==> config.mk <==
export PLATFORM = sky130hd
export DESIGN_NAME = watch_alarm
export DESIGN_NICKNAME = d
export VERILOG_FILES = /design/src/rtl/watch_alarm.sv
export SDC_FILE = /design/constraint.sdc
export NUM_CORES = 1
export LEC_CHECK = 0
export ABC_AREA = 1
export CAP_MARGIN = 10
export CORE_MARGIN = 2
export CORE_UTILIZATION = 50
export DETAILED_ROUTE_END_ITERATION = 16
export GPL_TIMING_DRIVEN = 0
export PLACE_DENSITY = 0.88
export SLEW_MARGIN = 20
export SYNTH_ARGS = -nofsm -noshare
export SYNTH_HDL_FRONTEND = slang
export SYNTH_SLANG_ARGS = --single-unit
==> constraint.sdc <==
create_clock -name Clk_5sec -period 2.4 [get_ports Clk_5sec]
set_clock_uncertainty 0.05 [all_clocks]
set_input_delay 0.72 -clock Clk_5sec [delete_from_list [all_inputs] [get_ports Clk_5sec]]
set_output_delay 0.72 -clock Clk_5sec [all_outputs]
set_load 0.03 [all_outputs]
==> src/rtl/watch_alarm.sv <==
// ============================================================================
// watch_alarm : time-of-day counter with prescaler, day count, 12/24 h display
//               and a single daily alarm with timed ring and acknowledge.
// Revision    : 1.0
// ============================================================================
`default_nettype none

module watch_alarm #(
  parameter int TICKS_PER_SEC = 1,
  parameter int ALARM_LEN     = 60,
  parameter int DAY_W         = 16
) (
  input  logic             Clk_5sec,
  input  logic             reset,
  input  logic             tick_en,
  input  logic             load,
  input  logic [5:0]       load_sec,
  input  logic [5:0]       load_min,
  input  logic [4:0]       load_hour,
  input  logic             alarm_set,
  input  logic [5:0]       alarm_min,
  input  logic [4:0]       alarm_hour,
  input  logic             alarm_en,
  input  logic             alarm_ack,
  input  logic             mode_12h,
  output logic [5:0]       seconds,
  output logic [5:0]       minutes,
  output logic [4:0]       hours,
  output logic [DAY_W-1:0] days,
  output logic             day_tick,
  output logic [4:0]       disp_hour,
  output logic             pm,
  output logic             alarm
);

  localparam int PS_W = (TICKS_PER_SEC > 1) ? $clog2(TICKS_PER_SEC) : 1;
  localparam int RC_W = $clog2(ALARM_LEN + 1);
  localparam logic [PS_W-1:0] c_PS_LAST   = PS_W'(TICKS_PER_SEC - 1);
  localparam logic [RC_W-1:0] c_RING_INIT = RC_W'(ALARM_LEN);

  logic [PS_W-1:0] r_ps;
  logic [5:0]      r_alm_min;
  logic [4:0]      r_alm_hour;
  logic [RC_W-1:0] r_ring;

  logic       w_adv;
  logic       w_sec_wrap, w_min_wrap, w_hour_wrap, w_midnight;
  logic [5:0] w_nsec, w_nmin;
  logic [4:0] w_nhour;
  logic [5:0] w_ld_sec, w_ld_min, w_al_min;
  logic [4:0] w_ld_hour, w_al_hour;
  logic       w_match;

  // A load in the same cycle suppresses the advance entirely.
  assign w_adv       = tick_en && (r_ps == c_PS_LAST) && !load;
  assign w_sec_wrap  = (seconds == 6'd59);
  assign w_min_wrap  = (minutes == 6'd59);
  assign w_hour_wrap = (hours == 5'd23);
  assign w_midnight  = w_sec_wrap && w_min_wrap && w_hour_wrap;

  always_comb begin
    w_nsec  = w_sec_wrap ? 6'd0 : seconds + 6'd1;
    w_nmin  = minutes;
    w_nhour = hours;
    if (w_sec_wrap) begin
      w_nmin = w_min_wrap ? 6'd0 : minutes + 6'd1;
      if (w_min_wrap) w_nhour = w_hour_wrap ? 5'd0 : hours + 5'd1;
    end
  end

  assign w_ld_sec  = (load_sec   > 6'd59) ? 6'd0 : load_sec;
  assign w_ld_min  = (load_min   > 6'd59) ? 6'd0 : load_min;
  assign w_ld_hour = (load_hour  > 5'd23) ? 5'd0 : load_hour;
  assign w_al_min  = (alarm_min  > 6'd59) ? 6'd0 : alarm_min;
  assign w_al_hour = (alarm_hour > 5'd23) ? 5'd0 : alarm_hour;

  assign w_match = w_adv && alarm_en && (w_nsec == 6'd0) &&
                   (w_nmin == r_alm_min) && (w_nhour == r_alm_hour);

  always_ff @(posedge Clk_5sec or negedge reset) begin
    if (!reset) begin
      r_ps       <= '0;
      seconds    <= '0;
      minutes    <= '0;
      hours      <= '0;
      days       <= '0;
      day_tick   <= 1'b0;
      r_alm_min  <= '0;
      r_alm_hour <= '0;
      r_ring     <= '0;
      alarm      <= 1'b0;
    end else begin
      day_tick <= 1'b0;
      if (load) begin
        r_ps    <= '0;
        seconds <= w_ld_sec;
        minutes <= w_ld_min;
        hours   <= w_ld_hour;
      end else if (tick_en) begin
        r_ps <= (r_ps == c_PS_LAST) ? '0 : r_ps + 1'b1;
        if (w_adv) begin
          seconds <= w_nsec;
          minutes <= w_nmin;
          hours   <= w_nhour;
          if (w_midnight) begin
            days     <= days + 1'b1;
            day_tick <= 1'b1;
          end
        end
      end

      if (alarm_set) begin
        r_alm_min  <= w_al_min;
        r_alm_hour <= w_al_hour;
      end

      // Silence/disarm outranks a fresh trigger in the same cycle.
      if (alarm_ack || !alarm_en) begin
        alarm  <= 1'b0;
        r_ring <= '0;
      end else if (w_match) begin
        alarm  <= 1'b1;
        r_ring <= c_RING_INIT;
      end else if (alarm && w_adv) begin
        r_ring <= r_ring - 1'b1;
        if (r_ring <= RC_W'(1)) alarm <= 1'b0;
      end
    end
  end

  always_comb begin
    disp_hour = hours;
    pm        = 1'b0;
    if (mode_12h) begin
      pm = (hours >= 5'd12);
      if (hours == 5'd0)       disp_hour = 5'd12;
      else if (hours > 5'd12)  disp_hour = hours - 5'd12;
    end
  end

endmodule

`default_nettype wire

# Yosys cells after proc, flatten, opt, wreduce, memory -nomap -nowiden
# Index checks and enable logic that the tools add are counted.
[classes] addsub=7 multipliers=0 div_mod_pow=0 magnitude_cmp=8 eq_ne=5 shift=0 muxes=38 bitwise=2 reduce_logical=21
[ops] op="6-bit two-way mux" n=15
[ops] op="5-bit two-way mux" n=11
[ops] op="6-bit > comparator, second input constant" n=3
[ops] op="16-bit by 1-bit adder with 16-bit output, second input constant" n=1
[ops] op="6-bit by 1-bit adder with 6-bit output, second input constant" n=2
[ops] op="6-bit == test, second input constant" n=2
[ops] op="1-bit two-way mux" n=12
[ops] op="5-bit > comparator, second input constant" n=2
[ops] op="1-bit logical AND" n=9
[ops] op="6-bit == test" n=1
[ops] op="6-bit by 1-bit less-or-equal comparator with 1-bit output, second input constant" n=1
[ops] op="6-bit logical NOT" n=1
[ops] op="3-bit nonzero test" n=2
[ops] op="6-bit by 1-bit subtractor with 6-bit output, second input constant" n=1
[ops] op="5-bit by 1-bit adder with 5-bit output, second input constant" n=1
[ops] op="5-bit == test" n=1
[ops] op="5-bit == test, second input constant" n=1
[ops] op="5-bit by 4-bit >= comparator with 1-bit output, second input constant" n=1
[ops] op="5-bit by 4-bit > comparator with 1-bit output, second input constant" n=1
[ops] op="5-bit logical NOT" n=1
[ops] op="5-bit by 4-bit subtractor with 5-bit output, second input constant" n=1
[ops] op="2-bit AND reduction" n=2
[ops] op="4-bit AND reduction" n=1
[ops] op="2-bit nonzero test" n=2
[ops] op="4 further kinds" n=6
[word_totals] ff_bits=53 latchBits=0 mem_bits_rw=0 rom_bits=0 in_bits=36 out_inout_bits=41 word_cells=91 memories=0

# Depth between registers and ports, before layout
[depth] ltp_word=9 mapped_depth=15 ltp_nobuf=15

# Least setup slack after synthesis
# OpenSTA, ideal clock, no wires.
[synth_timing] path_type="register to output" startpoint="register hours[2]" endpoint="output disp_hour[4]" arrival_time_ps=2610 t_required_ps=1630 slack_ps=-980 stages_incl_launch_ff=6 path_buffers=0 path_cell_list="dfrtp_1 inv_1 ha_1 nand4_1 inv_1 a2111oi_0"
[synth_between] elab_chain_cells=4 elab_cells_between_ends=6 classes_between="add/sub: 1; order compare: 1; mux: 3; reduce/logical: 1"
[synth_lines] item="start, declared" line="28" text="output logic [4:0] hours,"
[synth_lines] item="start signal, assigned" line="98" text="hours <= w_ld_hour;"
[synth_lines] item="start signal, assigned" line="104" text="hours <= w_nhour;"
[synth_lines] item="5-bit by 4-bit subtractor with 5-bit output / 5-bit by 4-bit > comparator with 1-bit output (equally long branches)" line="137" text="else if (hours > 5'd12) disp_hour = hours - 5'd12;"
[synth_lines] item="5-bit two-way mux" line="137"
[synth_lines] item="5-bit two-way mux (*)" line="136" text="if (hours == 5'd0) disp_hour = 5'd12;"
[synth_lines] item="5-bit two-way mux (*)" line="134" text="if (mode_12h) begin"
[synth_lines] item="end, declared" line="31" text="output logic [4:0] disp_hour,"
# Mark *: on every way between the ends. The rest lies on a longest branch, timed or not.

# Worst setup path after layout
# Ends and elaborated chain as after synthesis.

==> reports/results.ini <==
[sta]
hold_slack_ns = 0.372
hold_viol = 0
setup_viol = 2
finalCritPeriodShare_pct = 103
slew_violations = 0
fin_ws_ns = -0.0632
min_period_ns = 2.46
worst_pin_slew_ns = 0.655
tns_ns = -0.0942
max_freq_mhz = 406
relSlewSlack_pct = 56.3
grt_setup_unrepaired = yes

[drt]
post-route-drc-count = 0
drtIter0Drc = 343
drt-total-wl_um = 9720
dr_total_vias = 3549
ant_nets = 0
first_pass_iters = 6
wire_per_inst_um = 16.2
viasPerCell = 5.91

[setup_path]
regToRegSetupSlack_ns = 0.04
cpMostUsedCell = inv_2
slowest_delay_ns = 0.48
path_max_fanout = 6
cp-startpoint = hours[2]
cp.required_ns = 1.63
slowest_stage = dfrtp_2
crit_chain = inv_2, ha_1, nand4_1, inv_2, a2111oi_4, buf_4
crit_arrival_ns = 1.69
end_kind = output pin
cp_top_family = flip-flops
reg2reg_from = seconds[0]
startpoint_type = flop
crit_type = reg2out
critPathBufInv = 3

[grt]
grt_use_met3_pct = 3.74
met1_usage_pct = 32.4
gr-usage-met2_pct = 42.6
first_global_vias = 3247
track_usage_pct = 24.9
antenna_found_initial = 0
busiest_layer = met2
grt_max_degree = 53
overflow = 0
grt_pass1_wl_um = 14700

[power]
power_w = 0.00229
p_per_area_nw_per_um2 = 510
vdd.ir_drop.worst_mv = 0.282
p_leak_nw = 2.16

[clocking]
clk_pin_slew_ns = 0.10
numClockSinks = 52
cts_tree = done
clkLatencyLatePin_ns = 0.31
clk_path_buf_depth = 2
clockRootBuffer = clkbuf_8
htree_levels = 2
cts_made_buffers = 5
cts-hold-fix-buffers = 0

[layout]
syn_to_final_growth_pct = 38.8
final-seq-area_um2 = 1310
nFillCells = 488
finalNonFillerCells = 601
drive_above_1_share_pct = 17.6
multi_input_area_um2 = 1880
nNetsFinal = 569
diodes = 0

[outcome]
failed_checks = negative setup slack
status = finished with violations

[floorplan]
die_y_um = 84.5
start_util_pct = 51.3
dieArea_um2 = 7140
ioPinCount = 77
core.rowCount = 29
core-area_um2 = 6310
die-width_um = 84.5

[logic_synthesis]
syn_inst = 422
synth.yosys.seq_area_share_pct = 40.2
synth-edff-count = 0
synth.distinct_cells = 35
synth_warnings = 0
synth-seq-cells = 52
synthesis.area_um2 = 3240
synth_top_area_share_pct = 40.2
syn-mean-instance-area_um2 = 7.67
synth_nets = 468
yosysTopAreaCell = dfrtp_1
ys_async_sr_fraction_pct = 100
ys.flop_type = dfrtp_1
synth_area_leaders = dfrtp_1 40%, nand2_1 12%, nand3_1 8.0%, inv_1 5.8%, ha_1 3.9%

[placement]
dp_worst_setup_slack_ns = -0.875
place_inst = 574
port_buffers = 75
gp_congestion = 0.912
post-dp-hpwl_um = 6450

[min_path]
min_path_type = in2async

[flow_run]
maxCapViolations = 0

sequential cells by signal (all words and copies together), names as in the netlist:
register and flops:
alarm 1, day_tick 1, days 16, hours 5, minutes 6, r_alm_hour 5, r_alm_min 6, r_ring 6
seconds 6
worst register-to-register path: stages, from the launching register on:
cell and delay (ns):
dfrtp_2 0.42, ha_4 0.18, nand2_1 0.11, nor2_4 0.19, buf_6 0.18, nor2_1 0.08, nor2_1 0.14, nand3_1 0.13
nor2_2 0.17, nand3_2 0.11, nor2_4 0.20, nand3_4 0.14, nand2_2 0.08, nand2_1 0.05, nand2_1 0.08
what timing repair did:
action	CTS	global route
resized for setup	45	38
pin swaps	3	14
endpoints found under the setup margin	9	17
gates cloned	0	1
buffers inserted	10	8
layout by cell type (no fill, tap or decap), types with 6 or more instances in the layout:
master	synthesis	routed
nand3_1	52	49
xor2_1	11	11
a22oi_1	8	8
inv_2	2	9
buf_4	0	21
nand2_2	3	6
clkdlybuf4s50_1	0	65
nand4_1	19	19
nor2_1	32	26
ha_1	10	7
o21ai_0	24	24
nor2_2	4	8
nand2_1	105	100
xnor2_1	10	10
dfrtp_1	52	45
dfrtp_2	0	7
inv_1	50	41
worst paths after layout:
| kind | end | cells past startpoint |
|---|---|---|
| worst max-delay path | disp_hour[4] | 6 |
| worst min-delay path | r_ring[0] | 1 |
| worst max register to register | r_ring[2] | 14 |
| worst min register to register | days[15] | 1 |
| max in group asynchronous | hours[1] | 1 |
| min in group Clk_5sec | days[15] | 1 |
synthesized netlist by cell type, types with 4 or more instances:
cell,count
a21oi_1,6
a22oi_1,8
dfrtp_1,52
ha_1,10
inv_1,50
nand2_1,105
nand3_1,52
nand4_1,19
nor2_1,32
nor2_2,4
o21ai_0,24
o221ai_1,5
xnor2_1,10
xor2_1,11
power by group:
group | switching, W | internal [W]
logic | 0.000396 | 0.000270
registers | 0.0000746 | 0.000929
clock network | 0.000306 | 0.000316
total | 0.000776 | 0.00152
area by class of cell:
cell class	count	area share (%)
clock inverters	3	1.03
multi-input cells	313	41.7
flip-flops and latches	52	29.1
repair buffers	93	19.2
inverters	52	4.48
clock buffers	5	1.53
well taps	77	2.14
plain buffers	6	0.696
through the flow:
step	area (µm²)	utilization (%)
floorplan	3260	-
global placement	4110	65.1
detailed placement	4110	65.0
CTS	4330	68.5
global route	4500	71.2
finish	4500	71.2
routing by layer:
layer	routed length (µm)	part of all wire (%)
met1	3860	40
met2	4780	49
met3	677	7.0
met4	397	4.1
met5	0	0
cells by family (layout without fill, tap and decap cells):
| kind of cell | after synthesis | after routing | synth area share [%] |
|---|---|---|---|
| and+or+nand+nor | 226 | 227 | 32.3 |
| muxes | 1 | 1 | 0.348 |
| DFF | 52 | 52 | 40.2 |
| adders and majority gates | 10 | 10 | 3.86 |
| buffers and inverters | 58 | 159 | 6.99 |
| xor gates and xnor gates | 21 | 21 | 5.68 |
| AOI/OAI and AO/OA | 54 | 54 | 10.6 |
Note: power is estimated with default switching activity, not from simulation.
==> patch (config.mk and constraints unchanged) <==
`ALARM_LEN`: 60 -> 120.
--- a/src/rtl/watch_alarm.sv
+++ b/src/rtl/watch_alarm.sv
@@ -8,5 +8,5 @@
 module watch_alarm #(
   parameter int TICKS_PER_SEC = 1,
-  parameter int ALARM_LEN     = 60,
+  parameter int ALARM_LEN     = 120,
   parameter int DAY_W         = 16
 ) (
Behaviour: no difference found for any inputs over 4 cycles, from zero or initial values and one cycle with reset low; that may be too few to reach the edited logic, so the function may still have changed.
==> patch against the unedited design <==
- the flow still finishes with violations (negative setup slack)
- power decreased by 2.5%
- design area increased by 1.1%
- critical endpoint unchanged
- sequential cell count increased by 1
- first-iteration DRC count decreased by 24%
- die area increased by 2.7%
- area after synthesis increased by 2.9%
- combinational power increased by 2%
- register-to-register slack improved by 0.12 ns
- worst setup slack got worse by 0.026 ns
- critical path type unchanged
- critical path depth unchanged
- global-route usage decreased by 0.17 points
- wire length decreased by 7.8%
- largest cell class unchanged
- highest routed layer unchanged
==> patch: results (changes against the unedited design) <==
final-report setup violation count: 3 (+1)
arrival time of the worst setup path: 1.72 ns (+0.03 ns)
area share of fa/ha/maj cells after synthesis: 3.76% (-0.11 points)
total CTS buffers: 5 (unchanged)
register ranked first by flip-flop count: days
average routed wire per standard cell: 14.5 microns (-10%)
Detailed Route Iter0 Violations: 262 (-24%)
largest driver fanout on the critical path: 5 (-1)
most common library cells after synthesis: nand2_1 (114), nand3_1 (59), dfrtp_1 (53), inv_1 (48), nor2_1 (29)
global-route usage over all layers: 24.7% (-0.17 points)
maximum level of the CTS H-tree: 2 (unchanged)
clock tree root driver cell: clkbuf_8
maximum VDD drop: 0.358 mV (+27%)
violated checks: negative setup slack
wire length of the first global-routing pass: 14700 microns (+0.57%)
nets in the synthesized netlist: 485 (+3.6%)
worst hold-check path type: in2async
drt via density: 5.62 (-4.9%)
multiplexer share of the synthesized area: 0.338% (-0.0097 points)
count of yosys warnings during synthesis: 0 (unchanged)
leakage power figure: 2.20 nW (+2.0%)
result of the run: complete, but fails checks
n_diodes: 0 (unchanged)
Most used DFF post-synth: dfrtp_1
GPL Wtd Cong: 0.908 (-0.49%)
filler cell count in the final layout: 518 (+6.1%)
largest net degree at the start of global routing: 54 (+1.9%)
sequential area share after synthesis: 39.8% (-0.37 points)
ratio of cells with drive above 1 in the final layout: 16.1% (-1.4 points)
Compound-Gate Fraction of Synth Area: 11.3% (+0.64 points)
detailed placement HPWL: 6400 microns (-0.79%)
number of detailed-route iterations in the first pass: 5 (-1)
worst-case clock buffer depth: 2 (unchanged)
post-synth cell types: 38 (+8.6%)
largest registers ranked by flip-flop count: days x16, r_ring x7
Synth Area in XOR/XNOR: 5.00% (-0.68 points)
IO Port Bufs: 75 (unchanged)
number of global-route vias before repair: 3305 (+1.8%)
tightest slew margin relative to the limit: 54.6% (-1.8 points)
Final Net Count: 585 (+2.8%)
placed inst area: 4180 sq um (+1.9%)
post-route setup slack: -0.0891 ns (-0.0260 ns)
antenna violations before repair: 0 (unchanged)
clock insertion delay at the later pin of the skew report: 0.31 ns (about the same)
fraction of registers with async set or reset after synthesis: 100% (unchanged)
Clock Pin Slew Worst Setup and Hold Paths: 0.11 ns
pre-CTS setup slack: -0.816 ns (+0.0595 ns)
top cells by area in the synthesized netlist: dfrtp_1 (40%), nand2_1 (13%), nand3_1 (8.9%)
Net Sw Frac: 35.2% (+1.3 points)
==> patch: kinds of logic (layout without fill, tap and decap cells) <==
kind of cell	count (synthesis)	count (layout)
xor+xnor	19	19
flops	53	53
compound gates	60	60
fa+ha+maj	10	10
mux	1	1
simple gates	236	236
buf+inv	60	161
==> patch: cell type report <==
type	count	area [sq um]	area share (%)
Multi-Input combinational cell	326	1890	41.5
Sequential cell	53	1330	29.3
Timing Repair Buffer	93	876	19.3
Inverter	51	199	4.38
Tap cell	77	96.3	2.12
Clock buffer	5	68.8	1.51
Buffer	9	61.3	1.35
Clock inverter	3	25.0	0.551
==> patch: critical path: stages (launching register included) <==
cell and delay, ns:
dfrtp_2 0.49, inv_4 0.07, ha_4 0.16, nand4_1 0.09, inv_2 0.07, a2111oi_4 0.31
buf_4 0.21
==> patch: power groups by stage <==
stage	Clock (mW)	Combinational [mW]	Sequential, mW
2_1_floorplan	0	0.282	1.08
3_3_place_gp	0	0.576	1.02
3_5_place_dp	0	0.589	1.02
4_1_cts	0.549	0.625	1.00
5_1_grt	0.587	0.736	1.02
6_report	0.545	0.676	1.01
==> patch: layer usage <==
layer | vias to the layer above | global-route usage, % | wire length, microns
met5 | - | 0 | 0
met4 | 0 | 7.07 | 184
met3 | 19 | 4.72 | 741
met2 | 162 | 41.4 | 4390
met1 | 1615 | 32.9 | 3640
li1 | 1669 | - | -
==> patch: through the flow <==
| stage | std cells | TNS (ns) | utilization, % | hold slack (ns) |
|---|---|---|---|---|
| 2_1_floorplan | 439 | -0.539 | - | 0.374 |
| 3_3_place_gp | 591 | -62.18 | 65.5 | 0.410 |
| 3_5_place_dp | 591 | -8.81 | 65.5 | 0.410 |
| 4_1_cts | 609 | -0.138 | 68.8 | 0.419 |
| 5_1_grt | 617 | -0.473 | 71.2 | 0.444 |
| 6_report | 617 | -0.156 | 71.2 | 0.382 |
==> patch: repair_timing <==
item                                    CTS  global route
endpoints found under the setup margin   13            17
setup buffers                            10             8
resized for setup                        51            35
hold buffers                              0             0
pin swaps                                 2             6
gates cloned                              0             0
==> patch: final timing paths <==
path                                  from  cells past startpoint      endpoint  slack, ns
worst max-delay path              hours[2]                      6  disp_hour[4]      -0.09
worst min-delay path                 reset                      1     r_ring[6]       0.38
worst max register to register  seconds[1]                     15     r_ring[0]       0.16
worst min register to register    days[15]                      1      days[15]       0.43
max in group asynchronous            reset                      1      hours[4]       1.42
min in group Clk_5sec             days[15]                      1      days[15]       0.43
